$ cat config.mk
export PLATFORM = sky130hd
export DESIGN_NAME = multipler_arbiter_flat
export DESIGN_NICKNAME = d
export VERILOG_FILES = /design/src/rtl/multipler_arbiter_if.sv /design/src/rtl/multipler_arbiter.sv /design/src/flat_wrapper.sv
export SDC_FILE = /design/constraint.sdc
export NUM_CORES = 1
export LEC_CHECK = 0
export CORE_AREA = 3 3 180 182
export CTS_BUF_LIST = sky130_fd_sc_hd__clkbuf_4 sky130_fd_sc_hd__clkbuf_8
export DETAILED_ROUTE_END_ITERATION = 6
export DIE_AREA = 0 0 183 185
export PLACE_DENSITY = 0.68
export REMOVE_ABC_BUFFERS = 1
export SYNTH_ARGS = -nofsm -noshare
export SYNTH_HDL_FRONTEND = slang
export SYNTH_SLANG_ARGS = --single-unit
$ cat constraint.sdc
create_clock -name clk_i -period 2.14 [get_ports clk_i]
set_input_delay 0.321 -clock clk_i [delete_from_list [all_inputs] [get_ports clk_i]]
set_output_delay 0.321 -clock clk_i [all_outputs]
set_load 0.005 [all_outputs]
$ cat src/rtl/multipler_arbiter_if.sv
// Shared operand width and the signal bundle between the multiplier arbiter,
// its requesters and the single iterative multiplier.
package multipler_pkg;
  localparam int unsigned DATA_LENGTH = 32;
endpackage

interface multipler_arbiter_if #(
  parameter int unsigned NUM_REQ     = 4,
  parameter int unsigned DATA_LENGTH = multipler_pkg::DATA_LENGTH
);
  localparam int unsigned ID_W = $clog2(NUM_REQ);

  // Requester side: operand slice k belongs to requester k.
  logic [NUM_REQ-1:0]                  req_valid;
  logic [NUM_REQ-1:0]                  req_ready;
  logic [NUM_REQ-1:0][DATA_LENGTH-1:0] req_a;
  logic [NUM_REQ-1:0][DATA_LENGTH-1:0] req_b;
  logic [NUM_REQ-1:0]                  rsp_valid;
  logic [NUM_REQ-1:0]                  rsp_ready;
  logic [2*DATA_LENGTH-1:0]            rsp_data;

  // Multiplier side.
  logic                                mul_start;
  logic                                mul_busy;
  logic                                mul_finish;
  logic [DATA_LENGTH-1:0]              mul_a;
  logic [DATA_LENGTH-1:0]              mul_b;
  logic [2*DATA_LENGTH-1:0]            mul_r;

  // Status.
  logic [ID_W-1:0]                     grant_id;
  logic                                busy;

  modport slave (
    input  req_valid, req_a, req_b, rsp_ready, mul_busy, mul_finish, mul_r,
    output req_ready, rsp_valid, rsp_data, mul_start, mul_a, mul_b, grant_id, busy
  );

  modport master (
    output req_valid, req_a, req_b, rsp_ready, mul_busy, mul_finish, mul_r,
    input  req_ready, rsp_valid, rsp_data, mul_start, mul_a, mul_b, grant_id, busy
  );
endinterface

$ cat src/rtl/multipler_arbiter.sv
// Round-robin arbiter that shares one iterative multiplier between NUM_REQ
// requesters; one operation in flight, product returned to the granted requester.
module multipler_arbiter #(
  parameter int unsigned NUM_REQ     = 4,
  parameter int unsigned DATA_LENGTH = multipler_pkg::DATA_LENGTH
) (
  input logic               clk_i,
  input logic               rst_ni,
  multipler_arbiter_if.slave bus
);
  localparam int unsigned ID_W = $clog2(NUM_REQ);

  typedef enum logic [2:0] {
    IDLE,
    LOAD,
    START,
    WAIT,
    RESP
  } state_t;

  state_t          state;
  logic [ID_W-1:0] last;
  logic [ID_W-1:0] winner;
  logic [ID_W-1:0] idx;
  logic            unused_mul_busy;

  // Multiplier busy is informational only; finish alone ends an operation.
  assign unused_mul_busy = bus.mul_busy;

  // Scan from farthest to nearest so the requester closest after 'last' wins.
  always_comb begin
    winner = last;
    idx    = '0;
    for (int i = int'(NUM_REQ); i >= 1; i--) begin
      idx = ID_W'((int'(last) + i) % int'(NUM_REQ));
      if (bus.req_valid[idx]) begin
        winner = idx;
      end
    end
  end

  // Sequencer: grant, load operands, pulse start, wait for finish, return product.
  always_ff @(posedge clk_i or negedge rst_ni) begin
    if (!rst_ni) begin
      state         <= IDLE;
      last          <= ID_W'(NUM_REQ - 1);
      bus.grant_id  <= '0;
      bus.req_ready <= '0;
      bus.rsp_valid <= '0;
      bus.rsp_data  <= '0;
      bus.mul_start <= 1'b0;
      bus.mul_a     <= '0;
      bus.mul_b     <= '0;
      bus.busy      <= 1'b0;
    end else begin
      case (state)
        IDLE: begin
          if (|bus.req_valid) begin
            bus.grant_id          <= winner;
            bus.req_ready         <= '0;
            bus.req_ready[winner] <= 1'b1;
            bus.busy              <= 1'b1;
            state                 <= LOAD;
          end
        end
        LOAD: begin
          bus.req_ready <= '0;
          if (bus.req_valid[bus.grant_id]) begin
            bus.mul_a     <= bus.req_a[bus.grant_id];
            bus.mul_b     <= bus.req_b[bus.grant_id];
            bus.mul_start <= 1'b1;
            state         <= START;
          end else begin
            // Requester withdrew before acceptance: abandon without touching the pointer.
            bus.busy <= 1'b0;
            state    <= IDLE;
          end
        end
        START: begin
          bus.mul_start <= 1'b0;
          state         <= WAIT;
        end
        WAIT: begin
          if (bus.mul_finish) begin
            bus.rsp_data                <= bus.mul_r;
            bus.rsp_valid               <= '0;
            bus.rsp_valid[bus.grant_id] <= 1'b1;
            state                       <= RESP;
          end
        end
        RESP: begin
          if (bus.rsp_ready[bus.grant_id]) begin
            bus.rsp_valid <= '0;
            last          <= bus.grant_id;
            bus.busy      <= 1'b0;
            state         <= IDLE;
          end
        end
        default: begin
          bus.req_ready <= '0;
          bus.rsp_valid <= '0;
          bus.mul_start <= 1'b0;
          bus.busy      <= 1'b0;
          state         <= IDLE;
        end
      endcase
    end
  end
endmodule

$ cat src/flat_wrapper.sv
// flat-port wrapper written by rule: the top's interface ports become plain ports
module multipler_arbiter_flat 
#(
  parameter int unsigned NUM_REQ     = 4,
  parameter int unsigned DATA_LENGTH = multipler_pkg::DATA_LENGTH
)
  (clk_i, rst_ni, bus_req_valid, bus_req_a, bus_req_b, bus_rsp_ready, bus_mul_busy, bus_mul_finish, bus_mul_r, bus_req_ready, bus_rsp_valid, bus_rsp_data, bus_mul_start, bus_mul_a, bus_mul_b, bus_grant_id, bus_busy);
  multipler_arbiter_if #(.NUM_REQ(NUM_REQ), .DATA_LENGTH(DATA_LENGTH)) bus_i ();
  input logic clk_i;
  input logic rst_ni;
  input wire logic [$bits(bus_i.req_valid)-1:0] bus_req_valid;
  input wire logic [$bits(bus_i.req_a)-1:0] bus_req_a;
  input wire logic [$bits(bus_i.req_b)-1:0] bus_req_b;
  input wire logic [$bits(bus_i.rsp_ready)-1:0] bus_rsp_ready;
  input wire logic [$bits(bus_i.mul_busy)-1:0] bus_mul_busy;
  input wire logic [$bits(bus_i.mul_finish)-1:0] bus_mul_finish;
  input wire logic [$bits(bus_i.mul_r)-1:0] bus_mul_r;
  output wire logic [$bits(bus_i.req_ready)-1:0] bus_req_ready;
  output wire logic [$bits(bus_i.rsp_valid)-1:0] bus_rsp_valid;
  output wire logic [$bits(bus_i.rsp_data)-1:0] bus_rsp_data;
  output wire logic [$bits(bus_i.mul_start)-1:0] bus_mul_start;
  output wire logic [$bits(bus_i.mul_a)-1:0] bus_mul_a;
  output wire logic [$bits(bus_i.mul_b)-1:0] bus_mul_b;
  output wire logic [$bits(bus_i.grant_id)-1:0] bus_grant_id;
  output wire logic [$bits(bus_i.busy)-1:0] bus_busy;
  assign bus_i.req_valid = bus_req_valid;
  assign bus_i.req_a = bus_req_a;
  assign bus_i.req_b = bus_req_b;
  assign bus_i.rsp_ready = bus_rsp_ready;
  assign bus_i.mul_busy = bus_mul_busy;
  assign bus_i.mul_finish = bus_mul_finish;
  assign bus_i.mul_r = bus_mul_r;
  assign bus_req_ready = bus_i.req_ready;
  assign bus_rsp_valid = bus_i.rsp_valid;
  assign bus_rsp_data = bus_i.rsp_data;
  assign bus_mul_start = bus_i.mul_start;
  assign bus_mul_a = bus_i.mul_a;
  assign bus_mul_b = bus_i.mul_b;
  assign bus_grant_id = bus_i.grant_id;
  assign bus_busy = bus_i.busy;
  multipler_arbiter #(.NUM_REQ(NUM_REQ), .DATA_LENGTH(DATA_LENGTH)) u_core (.clk_i(clk_i), .rst_ni(rst_ni), .bus(bus_i));
endmodule
==> metrics.yaml, run 1 <==
worst_setup_path:
  critPathKind: "reg2out"
  reg2reg_depth: 4
  start_kind: "register"
  arrival_ps: 1690
  cp-end-kind: "primary output"
  worstPathRequired_ps: 1820
  crit_fanout: 18
global_route:
  antenna_found_initial: 1
  grt_overflow: 0
  grt_pass1_wl_um: 41100
  grt_max_degree: 66
  grt_usage: 0.160
  grt_pass1_vias: 6932
routing:
  vias_per_cell: 4.42
  vias: 6457
  drc: 0
  first_pass_iters: 5
  drt_iter0_drc: 244
  wl_per_cell_um: 19.6
  routed_wirelength_um: 28500
  antenna_left: 0
power_and_ir_drop:
  leakagePower_nw: 5.59
  p_per_area_nw_per_um2: 1220
  ir_drop_v: 0.000470
  total_power_mw: 16.0
final_layout:
  syn_to_final_growth_pct: 79.2
  final_cell_mix: "clkdlybuf4s50_1 (469), nand2_1 (196), dfrtp_1 (141)"
  drive_gt1_frac: 0.182
  nets: 1384
  final_common_cell: "clkdlybuf4s50_1"
  final_util: 0.426
  final_cell_area_um2: 13100
  diodes: 0
logic_synthesis:
  synth-async-reset-ratio: 1.00
  seq_area_frac_synth: 0.496
  postSynthCellCount: 572
  synth_edf_count: 0
  yosys_warnings: 0
  syn-cell-area_um2: 7320
  synth-seq-cells: 145
  synth_top_flop_cell: "dfrtp_1"
  syn-mean-instance-area_um2: 12.8
  synth_cell_types: 39
hold_path:
  hold_path.class: "in2async"
clock_network:
  h-tree-depth: 4
  insertion_delay_ps: 440
  cts_tree: "built"
  cts_sinks: 145
  clk_pin_slew_worst_paths_ps: 100
  ctsRootBufferMaster: "clkbuf_8"
  clock_path_buffers: 2
  numCtsBuffers: 17
placement:
  gp_congestion: 0.774
  place_area_um2: 12600
  dp_hpwl_um: 21800
  numPortBuffers: 470
  dp_slack_ps: -37.8
timing:
  clock_skew_ps: 17.5
  setup_viol: 0
  drv_slew: 0
  fin_tns_setup_ps: 0
  slew-limit-headroom: 0.645
  rsz0062_at_grt: "false"
  fin_ws_ps: 129
  tightestPinTransition_ps: 533
  period_minus_slack_ps: 2010
  period_share: 0.940
  hold_violations: 0
  timing.fmax_mhz: 497
floorplanning:
  die_h_um: 185
  io_pins: 472
  die_area_um2: 33900
  start_util: 0.238
  coreArea_um2: 30700
  die_x_um: 183
  fp-row-count: 64
flow_run:
  cap_violations: 0
run_status:
  status: "complete, no violations"
worst max-delay path, cell delays in order (launching register included):
cell and delay [ps]:
dfrtp_4 520, buf_16 190, clkdlybuf4s50_1 530
sequential cells by signal, indices dropped and copies added (netlist names):
signal,count
u_core.bus.mul_b,32
u_core.last,2
u_core.bus.mul_start,1
u_core.bus.grant_id,2
u_core.bus.mul_a,32
u_core.bus.busy,1
u_core.bus.rsp_valid,4
u_core.state,3
u_core.bus.req_ready,4
u_core.bus.rsp_data,64
kinds of logic after synthesis:
kind of cell           count (synthesis)  synth area share
AOI/OAI and AO/OA                     22            0.0207
buffers and inverters                 42            0.0356
DFF                                  145             0.496
muxes                                133             0.321
and+or+nand+nor                      230             0.126
cell type report:
type                       instances  area [µm²]
clock buffer                      17         234
clock inverter                    14         149
fill                            2934       17600
inverter                           1        3.75
multi-input combinational        385        3440
sequential                       145        3640
tap                              396         495
timing repair buffer             502        5160
final timing paths:
check	startpoint	endpoint	slack [ps]
max in group asynchronous	rst_ni	u_core.bus.grant_id[1]	1150
hold reg to reg	u_core.bus.rsp_data[9]	u_core.bus.rsp_data[9]	480
setup / recovery	u_core.bus.grant_id[1]	bus_grant_id[1]	130
hold / removal	rst_ni	u_core.bus.rsp_data[21]	400
min in group clk_i	bus_mul_r[35]	u_core.bus.rsp_data[35]	400
setup reg to reg	u_core.bus.grant_id[1]	u_core.bus.mul_b[25]	160
through the flow:
stage	std cells	hold slack, ps
finish	1460	399
global route	1460	354
CTS	1457	356
detailed placement	1423	329
global placement	1423	326
floorplan	531	25.4
synth_stat cells (all sizes together) (2+ instances only):
cell / instances / share of area
a21oi: 6 / 0.0041
mux2: 66 / 0.12
o21ai: 4 / 0.0027
a22o: 2 / 0.0024
nor2: 13 / 0.0067
dfstp: 2 / 0.0072
nor2b: 3 / 0.0026
mux4: 66 / 0.20
nor3: 3 / 0.0021
dfrtp: 143 / 0.49
o2bb2ai: 2 / 0.0024
clkbuf: 19 / 0.0097
nand2: 196 / 0.10
nor3b: 4 / 0.0041
buf: 22 / 0.025
nand3b: 2 / 0.0026
nand2b: 5 / 0.0043
routing by layer:
metal	up-vias	wire length, µm	GRT usage
li1	2980	-	-
met1	3151	11100	0.186
met2	303	14500	0.282
met3	21	2440	0.0585
met4	2	486	0.0405
met5	-	13	0
what timing repair did:
action | CTS | global route
hold endpoints to repair | 44 | 0
hold buffers | 1 | 0
gates cloned | 2 | 1
buffers inserted | 0 | 2
gates resized for setup | 2 | 0
setup endpoints to repair | 2 | 2
where the power goes:
group	internal [mW]	leakage (nW)	total (mW)	switching (mW)
clock	0.960	0.183	2.18	1.22
sequential	4.10	1.77	4.98	0.882
combinational	5.61	3.63	8.88	3.27
total	10.7	5.59	16.0	5.37
(Power assumes the default switching activity.)
==> inputs of run 2 (changes only) <==
- CORE_AREA: 3 3 180 182 -> 3 3 183 185
- CTS_BUF_LIST: sky130_fd_sc_hd__clkbuf_4 sky130_fd_sc_hd__clkbuf_8 -> default
- DIE_AREA: 0 0 183 185 -> 0 0 186 188
- PLACE_DENSITY: 0.68 -> 0.67
- TNS_END_PERCENT: default -> 20
==> run 2 against run 1 <==
Power grew 6.0%. First-iteration DRC count up 14%. Global-route usage shrank 0.32 points. Worst setup slack got worse by 55 ps. Critical path depth is the same. Register-to-register slack better by 20 ps. Clock power rose by 44%. Combinational power is essentially flat. Core utilization fell by 1.2 points. Sequential share of layout area decreased by 0.47 points. Hold slack improved by 9.4 ps. Critical path type unchanged. Largest power group unchanged.
==> metrics.yaml, run 2 (synthesized netlist as in run 1, its figures left out) <==
final_layout:
  fillCellCount: 3034  # +3.4%
  final_util: 0.414  # -0.0123
  final_common_cell: "clkdlybuf4s50_1"
  regMostFlops: "u_core.bus.rsp_data"
  top_regs: "u_core.bus.rsp_data (64), u_core.bus.mul_a (32), u_core.bus.mul_b (32)"
  nets: 1387  # +0.22%
  syn_to_final_growth_pct: 82.2
  largest_reg_flops: 64  # unchanged
  diodes: 0  # unchanged
  drive_gt1_frac: 0.183  # +0.000425
  final_cell_mix: "clkdlybuf4s50_1 (469), nand2_1 (196), dfrtp_1 (141)"
worst_setup_path:
  reg2reg_depth: 4  # unchanged
  slowest_stage: "clkdlybuf4s50_1"
  crit_fanout: 36  # +18
  arrival_ps: 1740  # +50 ps
  start_kind: "register"
  cp-end-kind: "primary output"
  slowest_delay_ps: 560  # +30 ps
  cp.buffers_inverters: 2  # unchanged
  crit_chain: "buf_16, clkdlybuf4s50_1"
  path_delay_family: "buffers and inverters"
  critPathKind: "reg2out"
  path_depth: 2  # unchanged
  worstPathRequired_ps: 1820  # about the same
timing:
  hold_violations: 0  # unchanged
  fin_ws_ps: 74.1  # -55.1 ps
  setup_viol: 0  # unchanged
  period_share: 0.965  # +0.0257
  rsz0062_at_grt: "false"
  drv_slew: 0  # unchanged
  tightestPinTransition_ps: 518  # -14.4 ps
  slew-limit-headroom: 0.654  # +0.00887
  clock_skew_ps: 11.3  # -6.20 ps
  period_minus_slack_ps: 2070  # +55.1 ps
  timing.fmax_mhz: 484  # -2.7%
routing:
  vias: 6446  # -0.17%
  routed_wirelength_um: 28000  # -1.9%
  wl_per_cell_um: 19.0  # -2.9%
  antenna_left: 0  # unchanged
  maxUsedRoutingLayer: "met5"
  wl_met2_um: 14400  # -0.51%
  vias_per_cell: 4.37  # -1.2%
  first_pass_iters: 4  # -1
  wl_met3_um: 2560  # +4.9%
  wl_met1_um: 10700  # -3.9%
  drc: 0  # unchanged
  drt_iter0_drc: 277  # +14%
floorplanning:
  io_pins: 472  # unchanged
  die_h_um: 188  # +1.6%
  die_x_um: 186  # +1.6%
  fp-row-count: 66  # +3.1%
  coreArea_um2: 32200  # +4.7%
  start_util: 0.227  # -0.0108
  die_area_um2: 35000  # +3.3%
global_route:
  grt_pass1_wl_um: 41400  # +0.86%
  grt_pass1_vias: 7059  # +1.8%
  antenna_found_initial: 3  # +2
  grt_overflow: 0  # unchanged
  grt_usage: 0.157  # -0.00319
  grt_max_degree: 53  # -20%
flow_run:
  cap_violations: 0  # unchanged
hold_path:
  hold_path.class: "in2async"
placement:
  numPortBuffers: 470  # unchanged
  dp_hpwl_um: 21500  # -1.1%
  dp_slack_ps: -86.2  # -48.4 ps
  gp_congestion: 0.780  # +0.85%
run_status:
  status: "complete, no violations"
power_and_ir_drop:
  p_switching_mw: 5.34  # -0.56%
  power_frac_clock: 0.185  # +0.049
  p_sw_frac: 0.314  # -0.0206
  p_comb_frac: 0.521  # -0.032
  sequentialPowerShare: 0.294  # -0.017
  intPower_mw: 11.7  # +9.2%
  ir_drop_v: 0.000504  # +7.1%
  p_per_area_nw_per_um2: 1270  # +4.2%
  leakagePower_nw: 5.69  # +1.9%
clock_network:
  ctsRootBufferMaster: "clkbuf_16"
  insertion_delay_ps: 420  # -20 ps
  cts_tree: "built"
  clock_path_buffers: 2  # unchanged
  numCtsBuffers: 17  # unchanged
  h-tree-depth: 4  # unchanged
  post_cts_buffers: 0  # unchanged
  cts_sinks: 145  # unchanged
  clk_pin_slew_worst_paths_ps: 60  # -40 ps
[run 2: cell types whose count changed in the layout (fill, tap and decap cells not counted), moves of 2 or more]
cell | before | now
buf_12 | 8 | 6
clkbuf_1 | 0 | 2
inv_6 | 4 | 2
clkinvlp_4 | 4 | 1
clkbuf_8 | 17 | 4
buf_4 | 18 | 23
clkinv_2 | 0 | 2
inv_8 | 4 | 0
clkbuf_16 | 1 | 18
bufinv_16 | 1 | 3
[run 2: power groups by stage]
stage / registers [mW] / logic, mW / clock network, mW
3_3_place_gp: 4.98 / 8.70 / 0
3_5_place_dp: 4.99 / 8.82 / 0
6_report: 4.99 / 8.85 / 3.15
5_1_grt: 5.19 / 9.62 / 3.39
2_1_floorplan: 5.34 / 3.72 / 0
4_1_cts: 5.00 / 8.99 / 3.26
[run 2: worst paths after layout]
kind | start | to | slack [ps]
max | u_core.bus.grant_id[1] | bus_grant_id[1] | 70
max in group asynchronous | rst_ni | u_core.bus.rsp_data[53] | 1070
min in group clk_i | bus_mul_r[49] | u_core.bus.rsp_data[49] | 430
min reg2reg | u_core.bus.rsp_data[48] | u_core.bus.rsp_data[48] | 470
min | rst_ni | u_core.bus.rsp_data[31] | 410
max reg2reg | u_core.bus.grant_id[1] | u_core.bus.mul_a[23] | 180
[run 2: routing by layer]
metal / GRT usage / vias to the layer above
met1: 0.187 / 3132
li1: - / 2986
met5: 0 / -
met3: 0.0533 / 24
met4: 0.0318 / 8
met2: 0.276 / 296
[run 2: cell type report]
class,count,area [µm²],share of cell area
Timing Repair Buffer,505,5140,0.385
Sequential cell,145,3640,0.273
Multi-Input combinational cell,385,3440,0.258
Tap cell,408,510,0.0383
Clock buffer,23,488,0.0366
Clock inverter,8,125,0.00938
Inverter,1,3.75,0.000281
[run 2: stage by stage]
step                      cells  hold WS (ps)  power, mW  area (µm²)  TNS [ps]
after floorplan             531          25.4       9.06        7060   -331310
after global placement     1441           292       13.7       12600     -1840
after detailed placement   1441           292       13.8       12600     -2390
after CTS                  1474           398       17.3       13300         0
after global routing       1475           398       18.2       13300         0
final                      1475           408       17.0       13300         0
[run 2: what timing repair did]
item	in CTS	in global routing
setup endpoints to repair	2	1
cloned	1	1
pin swaps	0	0
hold buffers	1	0
resized for setup	4	0
hold endpoints to repair	39	0
